$ cat src/rtl/regfile_wb_arbiter_if.sv
// Write-back bus between the two requesters (ALU, load unit), the arbiter,
// and the register file write port.
interface regfile_wb_arbiter_if #(
  parameter int DATA_W = 32,
  parameter int ADDR_W = 5
);
  logic              req0_valid;
  logic              req0_ready;
  logic [ADDR_W-1:0] req0_addr;
  logic [DATA_W-1:0] req0_data;

  logic              req1_valid;
  logic              req1_ready;
  logic [ADDR_W-1:0] req1_addr;
  logic [DATA_W-1:0] req1_data;

  logic              rf_wr_en;
  logic [ADDR_W-1:0] rf_wr_addr;
  logic [DATA_W-1:0] rf_wr_data;

  // Requester / register-file side.
  modport master (
    output req0_valid, req0_addr, req0_data,
    output req1_valid, req1_addr, req1_data,
    input  req0_ready, req1_ready,
    input  rf_wr_en, rf_wr_addr, rf_wr_data
  );

  // Arbiter side.
  modport slave (
    input  req0_valid, req0_addr, req0_data,
    input  req1_valid, req1_addr, req1_data,
    output req0_ready, req1_ready,
    output rf_wr_en, rf_wr_addr, rf_wr_data
  );
endinterface

$ cat src/rtl/regfile_wb_arbiter.sv
// Round-robin write-back arbiter for the register file's single write port,
// plus the per-register busy scoreboard used by issue for RAW/WAW checks.
// A busy bit drops on the same edge the register file captures the write.
module regfile_wb_arbiter #(
  parameter int DATA_W = 32,
  parameter int ADDR_W = 5
) (
  input  logic                 clk,
  input  logic                 rst,
  regfile_wb_arbiter_if.slave  wb,
  input  logic                 issue_valid,
  input  logic [ADDR_W-1:0]    issue_rd,
  output logic                 issue_ready,
  input  logic [ADDR_W-1:0]    chk_addr1,
  input  logic [ADDR_W-1:0]    chk_addr2,
  output logic                 chk_busy1,
  output logic                 chk_busy2,
  output logic [2**ADDR_W-1:0] busy
);

  localparam int NREG = 2**ADDR_W;

  logic              last;      // 1: req1 was granted most recently
  logic              gnt0;
  logic              gnt1;
  logic              xfer;
  logic [ADDR_W-1:0] gnt_addr;
  logic [DATA_W-1:0] gnt_data;
  logic              wr_en_q;
  logic [ADDR_W-1:0] wr_addr_q;
  logic [DATA_W-1:0] wr_data_q;
  logic [NREG-1:0]   busy_q;
  logic [NREG-1:0]   busy_nxt;
  logic              issue_set;

  // Grant selection: a lone requester wins; on a tie the one not granted last wins.
  always_comb begin
    gnt0     = wb.req0_valid & (~wb.req1_valid | last);
    gnt1     = wb.req1_valid & (~wb.req0_valid | ~last);
    xfer     = gnt0 | gnt1;
    gnt_addr = gnt1 ? wb.req1_addr : wb.req0_addr;
    gnt_data = gnt1 ? wb.req1_data : wb.req0_data;
  end

  assign wb.req0_ready = gnt0;
  assign wb.req1_ready = gnt1;

  // Writes to x0 are consumed but never reach the register file.
  always_ff @(posedge clk or negedge rst) begin
    if (!rst) begin
      last      <= 1'b1;
      wr_en_q   <= 1'b0;
      wr_addr_q <= '0;
      wr_data_q <= '0;
    end else begin
      wr_en_q <= xfer && (gnt_addr != '0);
      if (xfer) begin
        last <= gnt1;
        if (gnt_addr != '0) begin
          wr_addr_q <= gnt_addr;
          wr_data_q <= gnt_data;
        end
      end
    end
  end

  assign wb.rf_wr_en   = wr_en_q;
  assign wb.rf_wr_addr = wr_addr_q;
  assign wb.rf_wr_data = wr_data_q;

  // Issue readiness and hazard checks look at registered busy only.
  always_comb begin
    issue_ready = (issue_rd == '0) | ~busy_q[issue_rd];
    chk_busy1   = busy_q[chk_addr1];
    chk_busy2   = busy_q[chk_addr2];
    issue_set   = issue_valid & issue_ready & (issue_rd != '0);
  end

  // Scoreboard next state: clear on the register-file write, then set on
  // issue so a new producer keeps ownership when both hit the same register.
  always_comb begin
    busy_nxt = busy_q;
    if (wr_en_q) begin
      busy_nxt[wr_addr_q] = 1'b0;
    end
    if (issue_set) begin
      busy_nxt[issue_rd] = 1'b1;
    end
    busy_nxt[0] = 1'b0;
  end

  // Scoreboard register.
  always_ff @(posedge clk or negedge rst) begin
    if (!rst) begin
      busy_q <= '0;
    end else begin
      busy_q <= busy_nxt;
    end
  end

  assign busy = busy_q;

endmodule

$ cat src/flat_wrapper.sv
// flat-port wrapper written by rule: the top's interface ports become plain ports
module regfile_wb_arbiter_flat 
#(
  parameter int DATA_W = 32,
  parameter int ADDR_W = 5
)
  (clk, rst, issue_valid, issue_rd, issue_ready, chk_addr1, chk_addr2, chk_busy1, chk_busy2, busy, wb_req0_valid, wb_req0_addr, wb_req0_data, wb_req1_valid, wb_req1_addr, wb_req1_data, wb_req0_ready, wb_req1_ready, wb_rf_wr_en, wb_rf_wr_addr, wb_rf_wr_data);
  regfile_wb_arbiter_if #(.DATA_W(DATA_W), .ADDR_W(ADDR_W)) wb_i ();
  input  logic clk;
  input  logic rst;
  input  logic issue_valid;
  input  logic [ADDR_W-1:0] issue_rd;
  output logic issue_ready;
  input  logic [ADDR_W-1:0] chk_addr1;
  input  logic [ADDR_W-1:0] chk_addr2;
  output logic chk_busy1;
  output logic chk_busy2;
  output logic [2**ADDR_W-1:0] busy;
  input wire logic [$bits(wb_i.req0_valid)-1:0] wb_req0_valid;
  input wire logic [$bits(wb_i.req0_addr)-1:0] wb_req0_addr;
  input wire logic [$bits(wb_i.req0_data)-1:0] wb_req0_data;
  input wire logic [$bits(wb_i.req1_valid)-1:0] wb_req1_valid;
  input wire logic [$bits(wb_i.req1_addr)-1:0] wb_req1_addr;
  input wire logic [$bits(wb_i.req1_data)-1:0] wb_req1_data;
  output wire logic [$bits(wb_i.req0_ready)-1:0] wb_req0_ready;
  output wire logic [$bits(wb_i.req1_ready)-1:0] wb_req1_ready;
  output wire logic [$bits(wb_i.rf_wr_en)-1:0] wb_rf_wr_en;
  output wire logic [$bits(wb_i.rf_wr_addr)-1:0] wb_rf_wr_addr;
  output wire logic [$bits(wb_i.rf_wr_data)-1:0] wb_rf_wr_data;
  assign wb_i.req0_valid = wb_req0_valid;
  assign wb_i.req0_addr = wb_req0_addr;
  assign wb_i.req0_data = wb_req0_data;
  assign wb_i.req1_valid = wb_req1_valid;
  assign wb_i.req1_addr = wb_req1_addr;
  assign wb_i.req1_data = wb_req1_data;
  assign wb_req0_ready = wb_i.req0_ready;
  assign wb_req1_ready = wb_i.req1_ready;
  assign wb_rf_wr_en = wb_i.rf_wr_en;
  assign wb_rf_wr_addr = wb_i.rf_wr_addr;
  assign wb_rf_wr_data = wb_i.rf_wr_data;
  regfile_wb_arbiter #(.DATA_W(DATA_W), .ADDR_W(ADDR_W)) u_core (.clk(clk), .rst(rst), .wb(wb_i), .issue_valid(issue_valid), .issue_rd(issue_rd), .issue_ready(issue_ready), .chk_addr1(chk_addr1), .chk_addr2(chk_addr2), .chk_busy1(chk_busy1), .chk_busy2(chk_busy2), .busy(busy));
endmodule
$ cat config.mk
export PLATFORM = sky130hd
export DESIGN_NAME = regfile_wb_arbiter_flat
export DESIGN_NICKNAME = d
export VERILOG_FILES = /design/src/rtl/regfile_wb_arbiter_if.sv /design/src/rtl/regfile_wb_arbiter.sv /design/src/flat_wrapper.sv
export SDC_FILE = /design/constraint.sdc
export NUM_CORES = 1
export LEC_CHECK = 0
export BUFFER_PORTS_ARGS = -buffer_cell sky130_fd_sc_hd__buf_2
export CORE_MARGIN = 2
export CORE_UTILIZATION = 49
export DETAILED_ROUTE_END_ITERATION = 7
export PLACE_DENSITY_LB_ADDON = 0.12
export SLEW_MARGIN = 20
export SYNTH_ARGS = -nofsm -noshare
export SYNTH_HDL_FRONTEND = slang
export SYNTH_SLANG_ARGS = --single-unit
$ cat constraint.sdc
create_clock -name clk -period 3.55 [get_ports clk]
set_input_delay 1.065 -clock clk [delete_from_list [all_inputs] [get_ports clk]]
set_output_delay 1.065 -clock clk [all_outputs]
set_load 0.005 [all_outputs]
Yosys cells after proc, flatten, opt, wreduce, memory -nomap -nowiden
Cells that the tools add are included.

word-level totals
  word-level logic and storage cells = 47
  output and inout bits = 75
  flip-flop bits (word level) = 70
  input bits = 94

operators by class
  order comparisons = 6
  bitwise logic cells = 15
  multiplexer cells = 14
  reduce and logical (&&, ||, !) cells = 7

operator list
  cell                number
  $mux 32             3
  $and 32x32->32      1
  $not 32->32         1
  $or 32x32->32       1
  $lt 5x6->1 const B  4
  $bmux 1 s5          3
  $demux 1 s5         2
  $ge 5x1->1 const B  2
  $reduce_bool 5->1   2
  $logic_not 5->1     1
  $mux 1              5
  $mux 5              1
  $and 1x1->1         4
  $not 1->1           4
  $or 1x1->1          4
  $logic_and 1x1->1   3
  $reduce_and 2->1    1

Logic depth before layout (Yosys ltp)
  word-level depth = 9
  mapped depth = 8
  depth with buffers taken out = 5

Least setup slack after synthesis
OpenSTA, ideal clock, no wires.

  path kind = input to output
  from = in chk_addr1[0]
  to = out chk_busy1
  stages on the path = 6
  arrival = 2.249 ns
  slack = 0.236 ns
  buffers on the path = 1
  cell sequence = buf_2 mux4_2 nor4bb_1 nor2_1 o311ai_1 a21oi_1

between the ends
  cells in the longest elaborated chain, start to end = 2

RTL lines
  what                          RTL line                  RTL
  from (decl)                   flat_wrapper.sv:14        input logic [ADDR_W-1:0] chk_addr1;
  $bmux 1 s5                    regfile_wb_arbiter.sv:74  chk_busy1 = busy_q[chk_addr1];
  $mux 1 (not written as such)  regfile_wb_arbiter.sv:74
  to (decl)                     flat_wrapper.sv:16        output logic chk_busy1;

Every way passes these cells. The select of a mux whose other input is x is not followed.

Worst setup path in the final report
Ends and elaborated chain as after synthesis.

==> reports/summary.txt <==
run status: completed
initial antenna violation count: 0
Worst-path clk slew: 70 ps
Layout Cells excl Fill: 660
final setup vio count: 0
Crit Path Max Fanout: 9
area post-placement: 4900 um2
fraction of layout cells with a size suffix above 1: 40.2%
CTS Buffer Depth: 2
DR DRC count: 0
first-pass GRT wire length: 18.2 mm
clk_lat worst skew: 340 ps
nets: 644
gr usage total: 26.6%
Yosys cell types: 41
hpwl dp: 8.69 mm
grt total ovfl: 0
final worst path period share: 98.7%
f_max: 285 MHz
DR vias/cell: 5.70
Tmin final: 3500 ps
Synth Area per Inst: 10.3 um2
FP Rows: 33
largest net degree at the start of global routing: 42
DRT iter0 DRCs: 240
Ports: 169
Area Growth Syn to Fin: 28.2%
Die ar.: 8990 um2
setup bufs post-CTS: 0
worst min path class: reg2reg
critical path startpoint category: primary input
Leak Pwr: 2.33 nW
clock sinks: 70
post-route ant nets: 0
die height: 94.8 um
post-layout util: 64.0%
Mapped Area: 4040 um2
final wirelength: 11.6 mm
Max transition margin: 50.8%
cts repair resizes: 2
die extent in x: 94.8 um
fin. max-slew vios: 0
Max VDD drop: 0.000277 V
Seq/Total Area, Yosys: 43.4%
via count of the routed design: 3,764
arrival time worst endpoint: 2440 ps
kind of critical path: in2out
RSZ-0062 raised after global routing: true
drt first pass iters: 5
port bufs: 167
vias in the first global route: 3,581
worst slew pin tran: 736 ps
synthesized flop and latch total: 70
CP required: 2480 ps
TritonCTS Buffers: 9
Antenna Diode Count: 0
Initial Util: 50.0%
max cap viols: 0
CTS tree: done
Syn Nets: 488
Pwr per Cell Area: 633 nW/um2
Crit. End Element: primary output
Final Skew: 10.5 ps
final instance area: 5180 um2
Synth Warn #: 0
DR WL/cell: 17.6 um
CTS H-tree depth: 3
dpl cells: 644
CTS root buf: clkbuf_8
Core Area: 8090 um2
Cells after Synth: 394
Routability Congestion: 0.916
CTS Hold Bufs: 0
final hold violations: 0
## synth_stat cells, drive strengths merged
library cell  instances  share of area [%]
nand3                 7               0.87
o31ai                10                1.9
mux2i                42                 10
nor4bb                2               0.50
a21boi                1               0.19
o311ai                2               0.43
clkbuf                5               0.46
dfrtp                69                 43
or3                   4               0.74
nor4b                 2               0.43
o21ai                62                7.7
conb                  1              0.093
mux4                 18                 10
nand2                15                1.4
a22oi                 1               0.19
or3b                  4               0.93
dfstp                 1               0.65
buf                  23                4.6
nand2b                4               0.62
o21bai                1               0.19
nor3b                 1               0.19
mux2                  4                1.1
nor3                  6               0.74
a21oi                42                5.2
nand3b                7                1.3
nor2                 47                4.4
nand4b                1               0.22
a31oi                 1               0.15
and3b                 2               0.43
inv                   4               0.37
or4                   3               0.56
o22ai                 1               0.15
a211o                 1               0.25
## placed cells by master, fill, tap and decap left out, types with 7 or more instances in the layout
cell type and instances:
nand3_1 7, nand2_1 15, nand3b_1 7, dfrtp_1 69, o21ai_0 40, mux2i_1 42
clkbuf_8 12, a21oi_1 42, buf_2 163, mux4_2 18, o31ai_1 10, nor2_1 47
o21ai_1 21
## cell families (layout without fill, tap and decap cells)
logic type / after synthesis / after routing / share of synthesized area, %
compound gates: 122 / 122 / 16.3
buf+inv: 32 / 193 / 5.45
flops: 70 / 70 / 43.4
mux: 64 / 64 / 21.5
other cells: 1 / 1 / 0.0928
simple gates: 105 / 105 / 13.3
## metrics by stage
step           hold WS, ps  power, mW  TNS (ps)  setup slack (ps)
2_1_floorplan          453       1.95         0               236
3_3_place_gp           483       2.50         0              53.7
3_5_place_dp           489       2.53     -33.4             -33.4
4_1_cts                502       3.28         0              25.6
5_1_grt                552       3.49     -45.7             -45.7
6_report               501       3.28         0              46.1
## per-layer routing
metal  up-vias  wire (um)  track usage [%]
met5         -          0                0
met4         0        251             8.94
met3        29       1130             7.82
met2       200       5800             44.7
met1      1763       4420             32.8
li1       1772          -                -
## flip-flops by register name, indices dropped and copies added (netlist names)
| name | count |
|---|---|
| u_core.wb.rf_wr_en | 1 |
| u_core.last | 1 |
| u_core.wb.rf_wr_addr | 5 |
| u_core.wb.rf_wr_data | 32 |
| u_core.busy | 31 |
## final cells by class
cell class | count | area, um2
Multi-Input combinational cell | 292 | 2120
Timing Repair Buffer | 173 | 927
Clock inverter | 3 | 65.1
Tap cell | 105 | 131
Clock buffer | 13 | 169
Inverter | 4 | 15.0
Sequential cell | 70 | 1750
Fill cell | 691 | 2910
## power breakdown
part           internal (mW)  switching, mW
sequential              1.05          0.361
combinational          0.618          0.510
clock                  0.453          0.288
## critical path, cell delays in order
cell      delay [ps]
buf_4            170
mux4_2           540
nor4bb_2         300
nor2_1            80
o311ai_1          80
a21oi_1           60
buf_2            130
## path summary, 6_finish.rpt
path,start,end,slack (ps),depth (start not counted)
worst max-delay path,chk_addr1[0],chk_busy1,50,7
worst min-delay path,u_core.last,u_core.last,500,2
worst max register to register,u_core.last,u_core.wb.rf_wr_data[20],1360,7
worst min register to register,u_core.last,u_core.last,500,2
max in group asynchronous,rst,u_core.busy[28],2120,2
min in group asynchronous,rst,u_core.busy[23],760,1
Note: power is estimated with default switching activity, not from simulation.
